## config.mk

```make
export PLATFORM = sky130hd
export DESIGN_NAME = fetch_addr_generate_stage
export DESIGN_NICKNAME = d
export VERILOG_FILES = /design/src/rtl/fetch_addr_generate_stage.sv
export SDC_FILE = /design/constraint.sdc
export NUM_CORES = 1
export LEC_CHECK = 0
export ABC_AREA = 1
export BUFFER_PORTS_ARGS = -buffer_cell sky130_fd_sc_hd__buf_2
export CORE_MARGIN = 2
export CORE_UTILIZATION = 40
export CTS_CLUSTER_DIAMETER = 100
export CTS_CLUSTER_SIZE = 30
export DETAILED_ROUTE_END_ITERATION = 10
export GPL_TIMING_DRIVEN = 0
export SETUP_SLACK_MARGIN = 0.1
export SLEW_MARGIN = 0
export SYNTH_ARGS = -nofsm -noshare
export SYNTH_HDL_FRONTEND = slang
export SYNTH_SLANG_ARGS = --single-unit
```

## constraint.sdc

```tcl
create_clock -name clk -period 1.95 [get_ports clk]
set_input_delay 0.4875 -clock clk [delete_from_list [all_inputs] [get_ports clk]]
set_output_delay 0.4875 -clock clk [all_outputs]
set_load 0.01 [all_outputs]
```

## src/rtl/fetch_addr_generate_stage.sv

```systemverilog
`default_nettype none
// +--------------------------------------------------------------------------+
// | fetch_addr_generate_stage : fetch PC generator (reset/run/halt/fault).   |
// | Optional: FETCH_ADDR_GEN_MISALIGN_CHECK_EN flags misaligned targets.     |
// | Rev 1.0                                                                  |
// +--------------------------------------------------------------------------+
module fetch_addr_generate_stage #(
   parameter logic [31:0] RESET_VECTOR = 32'h8000_0000
) (
   input  logic        clk,
   input  logic        rst_n,
   input  logic        stall,
   input  logic        flush,
   input  logic        redirect_valid,
   input  logic [31:0] redirect_pc,
   input  logic        trap_valid,
   input  logic [31:0] trap_pc,
   input  logic        halt_req,
   input  logic        wake,
   output logic        valid,
   output logic [31:0] pc_vaddr,
   output logic        misaligned
);

   localparam logic [1:0] ST_RESET_WAIT = 2'd0;
   localparam logic [1:0] ST_RUN        = 2'd1;
   localparam logic [1:0] ST_HALTED     = 2'd2;
   localparam logic [1:0] ST_FAULTED    = 2'd3;

   localparam logic [3:0] ACT_HOLD      = 4'd0;
   localparam logic [3:0] ACT_BOOT      = 4'd1;
   localparam logic [3:0] ACT_LOAD_EV   = 4'd2;
   localparam logic [3:0] ACT_LOAD_PEND = 4'd3;
   localparam logic [3:0] ACT_KILL      = 4'd4;
   localparam logic [3:0] ACT_REFETCH   = 4'd5;
   localparam logic [3:0] ACT_SEQ       = 4'd6;
   localparam logic [3:0] ACT_HALT      = 4'd7;
   localparam logic [3:0] ACT_FAULT     = 4'd8;
   localparam logic [3:0] ACT_WAKE      = 4'd9;

   localparam logic [31:0] C_PC_STEP = 32'd4;

   logic [1:0]  state_q, state_d;
   logic        valid_q, valid_d;
   logic [31:0] pc_q, pc_d;
   logic        mis_q, mis_d;
   logic        pend_v_q, pend_v_d;
   logic [31:0] pend_pc_q, pend_pc_d;

   logic [3:0]  w_act;
   logic        w_ev;
   logic [31:0] w_ev_pc;
   logic [31:0] w_load_pc;
   logic [31:0] w_load_addr;
   logic        w_load_mis;
   logic        w_pc_mis;

   // Trap outranks redirect both for immediate loads and for the pending slot.
   assign w_ev      = trap_valid | redirect_valid;
   assign w_ev_pc   = trap_valid ? trap_pc : redirect_pc;
   assign w_load_pc = (w_act == ACT_LOAD_PEND) ? pend_pc_q : w_ev_pc;

`ifdef FETCH_ADDR_GEN_MISALIGN_CHECK_EN
   assign w_load_addr = w_load_pc;
   assign w_load_mis  = (w_load_pc[1:0] != 2'b00);
   assign w_pc_mis    = (pc_q[1:0] != 2'b00);
`else
   assign w_load_addr = w_load_pc & 32'hFFFF_FFFC;
   assign w_load_mis  = 1'b0;
   assign w_pc_mis    = 1'b0;
`endif

   always_ff @(posedge clk or negedge rst_n) begin
      if (!rst_n) begin
         state_q <= ST_RESET_WAIT;
      end else begin
         state_q <= state_d;
      end
   end

   always_ff @(posedge clk or negedge rst_n) begin
      if (!rst_n) begin
         valid_q   <= 1'b0;
         pc_q      <= RESET_VECTOR;
         mis_q     <= 1'b0;
         pend_v_q  <= 1'b0;
         pend_pc_q <= 32'h0;
      end else begin
         valid_q   <= valid_d;
         pc_q      <= pc_d;
         mis_q     <= mis_d;
         pend_v_q  <= pend_v_d;
         pend_pc_q <= pend_pc_d;
      end
   end

   always_comb begin
      w_act = ACT_HOLD;
      if (w_ev && flush) begin
         w_act = ACT_LOAD_EV;
      end else if (state_q == ST_RESET_WAIT) begin
         w_act = ACT_BOOT;
      end else if (flush) begin
         w_act = (state_q == ST_RUN) ? ACT_KILL : ACT_HOLD;
      end else if (stall) begin
         w_act = ACT_HOLD;
      end else if (w_ev) begin
         w_act = ACT_LOAD_EV;
      end else if (pend_v_q) begin
         w_act = ACT_LOAD_PEND;
      end else begin
         case (state_q)
            ST_RUN: begin
               // A killed request (valid low) is reissued at the same pc.
               if (mis_q)          w_act = ACT_FAULT;
               else if (!valid_q)  w_act = ACT_REFETCH;
               else if (halt_req)  w_act = ACT_HALT;
               else                w_act = ACT_SEQ;
            end
            ST_HALTED: begin
               if (wake) w_act = ACT_WAKE;
            end
            default: w_act = ACT_HOLD;
         endcase
      end

      state_d = state_q;
      case (w_act)
         ACT_BOOT, ACT_LOAD_EV, ACT_LOAD_PEND, ACT_WAKE: state_d = ST_RUN;
         ACT_HALT:                                       state_d = ST_HALTED;
         ACT_FAULT:                                      state_d = ST_FAULTED;
         default:                                        state_d = state_q;
      endcase
   end

   always_comb begin
      valid_d   = valid_q;
      pc_d      = pc_q;
      mis_d     = mis_q;
      pend_v_d  = pend_v_q;
      pend_pc_d = pend_pc_q;

      case (w_act)
         ACT_BOOT: begin
            valid_d = 1'b1;
            pc_d    = RESET_VECTOR;
            mis_d   = 1'b0;
         end
         ACT_LOAD_EV, ACT_LOAD_PEND: begin
            valid_d = 1'b1;
            pc_d    = w_load_addr;
            mis_d   = w_load_mis;
         end
         ACT_KILL, ACT_FAULT: begin
            valid_d = 1'b0;
            mis_d   = 1'b0;
         end
         ACT_REFETCH, ACT_WAKE: begin
            valid_d = 1'b1;
            mis_d   = w_pc_mis;
         end
         ACT_SEQ: begin
            valid_d = 1'b1;
            pc_d    = pc_q + C_PC_STEP;
            mis_d   = 1'b0;
         end
         ACT_HALT: begin
            valid_d = 1'b0;
            pc_d    = pc_q + C_PC_STEP;
            mis_d   = 1'b0;
         end
         default: ;
      endcase

      // Any event not taken this cycle is parked; any target load retires it.
      if ((w_act == ACT_LOAD_EV) || (w_act == ACT_LOAD_PEND)) begin
         pend_v_d = 1'b0;
      end else if (w_ev) begin
         pend_v_d  = 1'b1;
         pend_pc_d = w_ev_pc;
      end
   end

   assign valid      = valid_q;
   assign pc_vaddr   = pc_q;
   assign misaligned = mis_q;

endmodule
`default_nettype wire

```

==> results_dict.tcl <==
set metrics [dict create \
    status "finished, violations left" \
    violations "negative setup slack" \
    grt_first_pass_wirelength_mm 22.69 \
    final_layout_size_suffix_gt1_share_pct 32.04 \
    die_area_sq_um 12010 \
    syn_to_final_growth_pct 35.47 \
    die_w_microns 109.6 \
    slew_viol_final 0 \
    path_buf_inv 3 \
    slew_headroom_pct 41.49 \
    critPathKind "register to register" \
    async_reset_ff_share_pct 100.0 \
    ys_top_cells_by_count "nand2_1, nand3_1, inv_1" \
    design_area_sq_um 6041 \
    worst_slack_ns -0.001813 \
    num_antenna_cells 0 \
    syn_inst 631 \
    io_pins 106 \
    critPathLaunchType "register" \
    finalPower_mw 4.830 \
    grt_pass1_vias 4475 \
    initialDrtViolationCount 306 \
    antenna_found_initial 0 \
    drv_cap 0 \
    cts_sinks 64 \
    ys_seq_area_share_pct 35.94 \
    nets 843 \
    cts_buffers 9 \
    syn_area_per_cell_sq_um 7.067 \
    drc 0 \
    vias 4800 \
    post_dp_cell_area_sq_um 5130 \
    finalHoldViolations 0 \
    grt_use_total_pct 24.98 \
    crit_required_ns 2.23 \
    start_util_pct 41.14 \
    cp_top_family "simple AND/OR/NAND/NOR gates" \
    hp-class "input port to async pin" \
    endpoint_kind "register" \
    cts_tree "done" \
    synth_area_leaders "dfrtp_1, nand2_1, nand3_1" \
    viasPerCell 5.269 \
    synthesis.area_sq_um 4459 \
    clock_latency_ns 0.34 \
    clockRootBuffer "clkbuf_8" \
    drt-pass1-iter-count 5 \
    crit_slowest_cell "dfrtp_1" \
    leakage_nw 3.046 \
    synth_edf_count 0 \
    p_per_area_nw_per_um2 799.6 \
    synth_xor_area_share_pct 0.1964 \
    finClkSkew_ns 0.009284 \
    ir_worst_vdd_uv 334.1 \
    synth_top_flop_cell "dfrtp_1" \
    yosysWarningCount 0 \
    worst_path_most_repeated_cell "nand3_2" \
    clock.fmax_mhz 512.3 \
    grt_max_degree 65 \
    synth_seq_cells 64 \
    min_period_ns 1.952 \
    final_util_pct 55.72 \
    ys_types 36 \
    finalCritPeriodShare_pct 100.1 \
    synth_largest_area_cell "dfrtp_1" \
    rsz0062_at_grt "true" \
    hold_slack_ns 0.2232 \
    tightest_slew_ns 0.8777 \
    rows 38 \
    reg2reg_depth 12 \
    cts_max_path_buffers 2 \
    worst-path-stages 12 \
    arrival_ns 2.23 \
    cp_cell_sequence "inv_2 > ha_2 > nand3_2 > nand3_2 > nand2_2 > nand2_4 > o21ai_4 > nor2_4 > buf_6 > buf_12 > nand3_2 > nand3_1" \
    yosysMostFrequentCell "nand2_1" \
    io_buffers 97 \
    place_ws_ns -0.2454 \
    cp_max_fo 10 \
    core_area_sq_um 10840 \
    synthAdderAreaFrac_pct 1.122 \
    setup_viol 1 \
    h-tree-depth 3 \
    cp_slowest_stage_delay_ns 0.40 \
    synth_compound_area_share_pct 6.987 \
    synth.mux.area_fraction_pct 6.734 \
    synth-simple-area-share_pct 38.16 \
    dp_hpwl_mm 10.24 \
    synth_top_family_by_area "simple AND/OR/NAND/NOR gates" \
    die_h_microns 109.6 \
    path_clk_slew_ns 0.07 \
    grt.overflow.total 0 \
    wl_per_cell_microns 15.91 \
    routed_wl_mm 14.49 \
    place_congestion 0.8666 \
    synth_top_area_share_pct 35.35 \
    ant_nets 0 \
]
## flip-flops by register name, indices dropped and copies added (netlist names)
register / flops
pc_vaddr: 30
pend_pc_q: 30
pend_v_q: 1
state_q: 2
valid: 1
## cell usage in the layout, fill, tap and decap left out, types with 8 or more instances in the layout
cell type  netlist  routed
clkbuf_8         0      12
nor2_1          36      32
buf_2           12      97
inv_1           66      62
o21ai_1         39      39
buf_6            2      21
buf_4           13      21
nand4_1         34      34
a21oi_1         10       8
inv_2            7      10
nand3_1         94      64
nor3_1           9       8
nand2_1        169     162
mux2i_1         30      30
dfrtp_1         63      63
nand3_2          0      28
## worst register-to-register path: stages (launching register included)
cell and delay [ns]:
dfrtp_1 0.40, inv_2 0.10, ha_2 0.24, nand3_2 0.09
nand3_2 0.07, nand2_2 0.08, nand2_4 0.13, o21ai_4 0.10
nor2_4 0.15, buf_6 0.16, buf_12 0.15, nand3_2 0.13
nand3_1 0.09
## per-layer routing
layer / GRT usage, % / up-vias / part of all wire (%)
li1: - / 2352 / -
met1: 34.35 / 2266 / 44
met2: 41.18 / 162 / 48
met3: 2.845 / 20 / 6.2
met4: 7.776 / 0 / 1.7
met5: 0 / - / 0
## logic make-up after synthesis
kind of cell | Yosys count
AO/OA/AOI/OAI | 59
multiplexers | 30
adder cells (fa/ha/maj) | 4
flip-flops | 64
AND/OR/NAND/NOR | 365
XOR/XNOR | 1
buffers and inverters | 107
other | 1
## path summary, 6_finish.rpt
path / startpoint / to / slack (ns)
worst max register to register: state_q[1]$_DFFE_PN0P_ / pc_vaddr[17]$_DFFE_PN0P_ / -0.002
worst min register to register: pend_pc_q[10]$_DFFE_PN0P_ / pend_pc_q[10]$_DFFE_PN0P_ / 0.48
min in group clk: redirect_pc[27] / pend_pc_q[27]$_DFFE_PN0P_ / 0.46
worst max-delay path: state_q[1]$_DFFE_PN0P_ / pc_vaddr[17]$_DFFE_PN0P_ / -0.002
worst min-delay path: rst_n / pc_vaddr[17]$_DFFE_PN0P_ / 0.22
max in group asynchronous: rst_n / pend_pc_q[9]$_DFFE_PN0P_ / 1.11
## where the power goes
part	internal [mW]	switching [mW]	leakage, nW
registers	1.62	0.328	0.781
logic	0.747	0.992	2.17
clock network	0.613	0.527	0.0989
total	2.98	1.85	3.05
## cell type report
type / count / area, sq um
clock inverter: 4 / 45.04
timing repair buffer: 122 / 768.2
clock buffer: 11 / 141.4
inverter: 74 / 280.3
fill: 1058 / 4800
buffer: 33 / 345.3
sequential: 64 / 1603
multi-input combinational: 463 / 2683
tap: 140 / 175.2
## repair_timing
action                                  CTS  global route
endpoints found under the setup margin   64            64
hold buffers                              0             0
pin swaps                                 6             8
setup buffers                            14             2
cloned                                    6             4
gates resized for setup                  86            37
## metrics by stage
stage / TNS, ns / cells
after floorplan: 0 / 633
after global placement: -7.687 / 870
after detailed placement: -9.170 / 870
after CTS: 0 / 905
after global routing: -3.538 / 911
final: -0.001813 / 911
Power figures use the tool's default switching activity.
